==> src/rtl/ex_stall_sequencer_pkg.sv <==
// ex_stall_sequencer_pkg: shared class/state enums for the EX-stage stall sequencer.
package ex_stall_sequencer_pkg;
  localparam int EX_CLASS_WIDTH = 2;
  typedef enum logic [EX_CLASS_WIDTH-1:0] {CLS_NONE, CLS_MUL, CLS_DIV, CLS_MEM} ex_class_e;
  typedef enum logic [1:0] {ST_IDLE, ST_WAIT, ST_KILL} ex_seq_state_e;
endpackage

==> src/rtl/ex_stall_timer.sv <==
// ex_stall_timer: 8-bit counter with clear, enable and terminal-count compare.
module ex_stall_timer (
  input  logic       clk,
  input  logic       rst,
  input  logic       clr,
  input  logic       en,
  input  logic [7:0] tc_val,
  output logic       tc
);
  logic [7:0] cnt;
  always_ff @(posedge clk or posedge rst)
    if (rst) cnt <= '0;
    else if (clr) cnt <= '0;
    else if (en) cnt <= cnt + 8'd1;
  assign tc = cnt == tc_val;
endmodule

==> src/rtl/ex_stall_sequencer.sv <==
// ex_stall_sequencer: starts MUL/DIV/MEM units, stalls EX until done, kills on flush/timeout.
// Define EX_STALL_PERF_EN to add the 32-bit stallCycles performance counter.
module ex_stall_sequencer
  import ex_stall_sequencer_pkg::*;
#(
  parameter int MAX_BUSY_CYCLES = 255,
  parameter int KILL_CYCLES = 1
) (
  input  logic                      clk,
  input  logic                      rst,
  input  logic                      issueValid,
  input  logic [EX_CLASS_WIDTH-1:0] issueClass,
  input  logic                      flushReq,
  input  logic                      mulDone,
  input  logic                      divDone,
  input  logic                      memDone,
  output logic                      mulStart,
  output logic                      divStart,
  output logic                      memStart,
  output logic                      unitKill,
  output logic                      exStallReq,
  output logic [EX_CLASS_WIDTH-1:0] busyClass,
`ifdef EX_STALL_PERF_EN
  output logic [31:0]               stallCycles,
`endif
  output logic                      timeoutError
);
  ex_seq_state_e state;
  ex_class_e cls;
  logic tc, clr, issue, done, in_wait, wait_done, timeout;
  always_comb begin
    in_wait = state == ST_WAIT;
    issue = state == ST_IDLE && issueValid && issueClass != CLS_NONE && !flushReq;
    done = cls == CLS_MUL ? mulDone : cls == CLS_DIV ? divDone : cls == CLS_MEM ? memDone : 1'b0;
    wait_done = in_wait && !flushReq && done;
    timeout = in_wait && !flushReq && !done && tc;
    mulStart = issue && issueClass == CLS_MUL;
    divStart = issue && issueClass == CLS_DIV;
    memStart = issue && issueClass == CLS_MEM;
    unitKill = (in_wait && flushReq) || timeout;
    exStallReq = issue || (in_wait && !flushReq && !done) || state == ST_KILL;
    clr = state == ST_IDLE || (in_wait && (flushReq || done || tc)) || (state == ST_KILL && tc);
  end
  // One timer serves both the WAIT timeout and the KILL dwell.
  ex_stall_timer u_timer (
    .clk   (clk),
    .rst   (rst),
    .clr   (clr),
    .en    (!clr),
    .tc_val(state == ST_KILL ? 8'(KILL_CYCLES - 1) : 8'(MAX_BUSY_CYCLES - 1)),
    .tc    (tc)
  );
  always_ff @(posedge clk or posedge rst)
    if (rst) begin
      state <= ST_IDLE;
      cls <= CLS_NONE;
      timeoutError <= 1'b0;
    end else if (issue) begin
      state <= ST_WAIT;
      cls <= ex_class_e'(issueClass);
    end else if (in_wait && flushReq) state <= ST_KILL;
    else if (wait_done || (state == ST_KILL && tc)) begin
      state <= ST_IDLE;
      cls <= CLS_NONE;
    end else if (timeout) begin
      state <= ST_KILL;
      timeoutError <= 1'b1;
    end
  assign busyClass = cls;
`ifdef EX_STALL_PERF_EN
  always_ff @(posedge clk or posedge rst)
    if (rst) stallCycles <= '0;
    else if (exStallReq) stallCycles <= stallCycles + 32'd1;
`endif
endmodule
==> config.mk <==
export PLATFORM = sky130hd
export DESIGN_NAME = ex_stall_sequencer
export DESIGN_NICKNAME = d
export VERILOG_FILES = /design/src/rtl/ex_stall_sequencer_pkg.sv /design/src/rtl/ex_stall_timer.sv /design/src/rtl/ex_stall_sequencer.sv
export SDC_FILE = /design/constraint.sdc
export NUM_CORES = 1
export LEC_CHECK = 0
export ABC_AREA = 1
export CAP_MARGIN = 20
export CORE_AREA = 2 2 43 45
export DETAILED_ROUTE_END_ITERATION = 10
export DIE_AREA = 0 0 45 47
export PLACE_DENSITY_LB_ADDON = 0.05
export SLEW_MARGIN = 10
export SYNTH_ARGS = -nofsm -noshare
export SYNTH_HDL_FRONTEND = slang
export SYNTH_SLANG_ARGS = --single-unit
==> constraint.sdc <==
create_clock -name clk -period 1.65 [get_ports clk]
set_input_delay 0.33 -clock clk [delete_from_list [all_inputs] [get_ports clk]]
set_output_delay 0.33 -clock clk [all_outputs]
set_load 0.05 [all_outputs]
==> qor.txt <==
CP Capture Type = output pin
WL/cell = 11.91 microns
top post-synthesis cells by area = dfrtp_1, nand2_1, nor2_1
most instantiated cells after synthesis = nand2_1, nor2_1, inv_1
Worst path top cell family by delay = simple AND/OR/NAND/NOR gates
Mean Syn Cell Area = 7.303 sq um
final setup violation count = 5
Tot GR Track Use = 0.1971
Synth Net Count = 114
CTS Buf Count = 3
number of diodes = 0
RSZ-0062 raised after global routing = yes
area leader, netlist = dfrtp_1
Final Net Count = 154
Crit path arrival time = 1.54 ns
initial antenna violation count = 0
Tmin final = 1.870 ns
Die Height = 47 microns
Via density = 4.769
critical path, cell by cell = inv_2 > nand2_1 > inv_1 > nand2_1 > nor2_4 > nand3_2 > nand2_2 > buf_12
root buffer cell = clkbuf_4
Post-Synth Simple-Gate Area = 0.4003
Leak = 0.0006045 uW
IO buf count = 16
Core Rows = 15
CTS tree = yes
adder and majority gate portion of the synthesized area = 0.01647
largest family of logic cells by synthesized area = simple AND/OR/NAND/NOR gates
Detail Placement HPWL = 1391 microns
total I/O pin count = 17
Initial DRC Count = 13
Core ar. = 0.001652 sq mm
Slew @ Worst Pin = 0.5150 ns
mapped cell area = 759.5 sq um
Power Density = 1383 mW/mm^2
DRC viols = 0
Worst Path Required = 1.32 ns
Max transition margin = 0.6563
global-route wire length before repair = 2994 microns
fill count = 145
clk slew on worst S/H paths = 0.09 ns
post-synthesis sequential area ratio = 0.4283
largest net degree at the start of global routing = 14
Worst path most repeated cell = nand2_1
Detailed Routing Iterations Pass 1 = 4
number of global-route vias before repair = 736
Clk Latency, worst-skew pair = 0.27 ns
H-tree depth = 1
max cap viols = 0
failing checks = setup timing
HP Class = in -> async
Worst Path Max Fanout = 3
critical path class = reg -> out
Critical Path Slowest Stage Cell = dfrtp_1
fmax = 534.8 MHz
Compound-Gate Fraction of Synth Area = 0.006590
fraction of layout instances using a drive strength above 1 = 0.3846
placed cell areas = 0.001069 sq mm
post-synthesis instance total = 104
clk sinks = 13
Post-Route WL = 1905 microns
via count = 763
max-slew violation count = 0
multiplexer share of the synthesized area = 0
Multi-input gate area = 434.2 sq um
FF+latch area = 329.1 sq um
clk buf depth = 2
post-route ant nets = 0
initial core utilization = 0.4598
Async SR Flop Fraction = 1.000
Syn-to-layout area delta = 59.97%
cell with the most instances after synthesis = nand2_1
die area = 0.002115 sq mm
cell area after layout = 0.001215 sq mm
XOR/XNOR Fraction of Synth Area = 0.06919
Die W = 45 microns
post-layout worst setup margin = -0.2198 ns
FF+latch count, synth = 13
top-area cell type share of the netlist area = 0.4283
setup TNS = -0.8255 ns
Buf/Inv on CP = 3
Synthesis Warnings = 0
GPL Wtd Cong = 0.8584
GRT overflow = 0
predominant post-synthesis flop cell = dfrtp_1
clk_skew = 0.006928 ns
Peak VDD IR = 0.9858 mV
startpoint type of the worst setup path = flip-flop
final worst-path cycle share = 1.133
final hold violations = 0
run status = complete, but fails checks
Yosys cell types = 16
CP peak stage delay = 0.40 ns
Post-synth EDFFs = 0
## final cells by class
type	instances	share of cell area
well taps	17	0.01751
clock buffers	4	0.02163
repair buffers	35	0.2832
flip-flops and latches	13	0.2709
inverters	16	0.04943
multi-input cells	75	0.3574
## flip-flops by register name, summed over array words and instances (netlist names)
signal and cells:
busyClass 2, state 2, timeoutError 1, u_timer.cnt 8
## through the flow
stage	setup slack (ns)	instances	total power (uW)	util	hold slack (ns)
CTS	-0.2989	154	1601	0.6917	0.4001
global placement	-0.2924	146	1298	0.6470	0.4646
floorplan	-0.005334	104	997.2	-	0.2068
global route	-0.3225	160	1807	0.7356	0.4394
finish	-0.2198	160	1681	0.7356	0.3747
detailed placement	-0.3500	146	1310	0.6470	0.4826
## power breakdown
part	switching [uW]	internal (uW)	leakage, uW	total, uW
Sequential	76.8	392	0.000165	468
Combinational	588	423	0.000425	1010
Clock	108	93.6	0.0000150	202
## final timing paths
check,start,to,slack [ns],cells after the start
setup reg to reg,busyClass[1],busyClass[1],0.26,8
setup / recovery,state[1],unitKill,-0.22,8
hold reg to reg,timeoutError,timeoutError,0.51,2
min in group clk,timeoutError,timeoutError,0.51,2
max in group asynchronous,rst,busyClass[0],0.90,2
hold / removal,rst,u_timer.cnt[3],0.37,2
## kinds of logic after synthesis
logic type	after synthesis
flops	13
compound gates	1
simple gates	67
buf+inv	16
xor+xnor	6
fa+ha+maj	1
## timing repair
action	in CTS	in global routing
hold buffers	0	0
buffers inserted	4	6
resized for setup	13	9
pin swaps	4	7
setup endpoints to repair	5	5
## routing by layer
layer	wire length [microns]	global-route usage
met4	31	0.07059
met1	765	0.2104
met3	64	0.04615
met5	0	0
met2	1044	0.3771
## worst register-to-register path: stages (launching register included)
cell     delay (ns)
dfrtp_2        0.44
nand3_1        0.09
nand3_1        0.15
buf_4          0.18
nand3_1        0.08
nand2_1        0.06
nor2_1         0.18
nand2_1        0.08
nand2_1        0.07
## cells in the final DEF (no fill, tap or decap)
cell type,Yosys,layout
nand2_1,27,21
nand2_2,1,6
nor4_4,1,1
dlymetal6s2s_1,0,1
clkdlybuf4s50_1,0,4
buf_4,0,22
nand3_2,0,1
dfrtp_2,0,3
nor3_1,2,1
clkbuf_1,0,1
nor2_1,22,16
nand2_4,1,2
dfrtp_1,13,10
nor3_2,0,1
clkbuf_4,0,3
nor2_4,0,3
nor2_2,1,4
nand3_1,9,8
nand3b_1,1,1
dlygate4sd2_1,0,3
nand4_1,2,2
buf_12,0,5
inv_2,0,4
o21ai_1,1,1
inv_1,16,12
xor2_1,3,3
ha_1,1,1
xnor2_1,3,3
No activity file was read; power rests on OpenSTA's default activity.
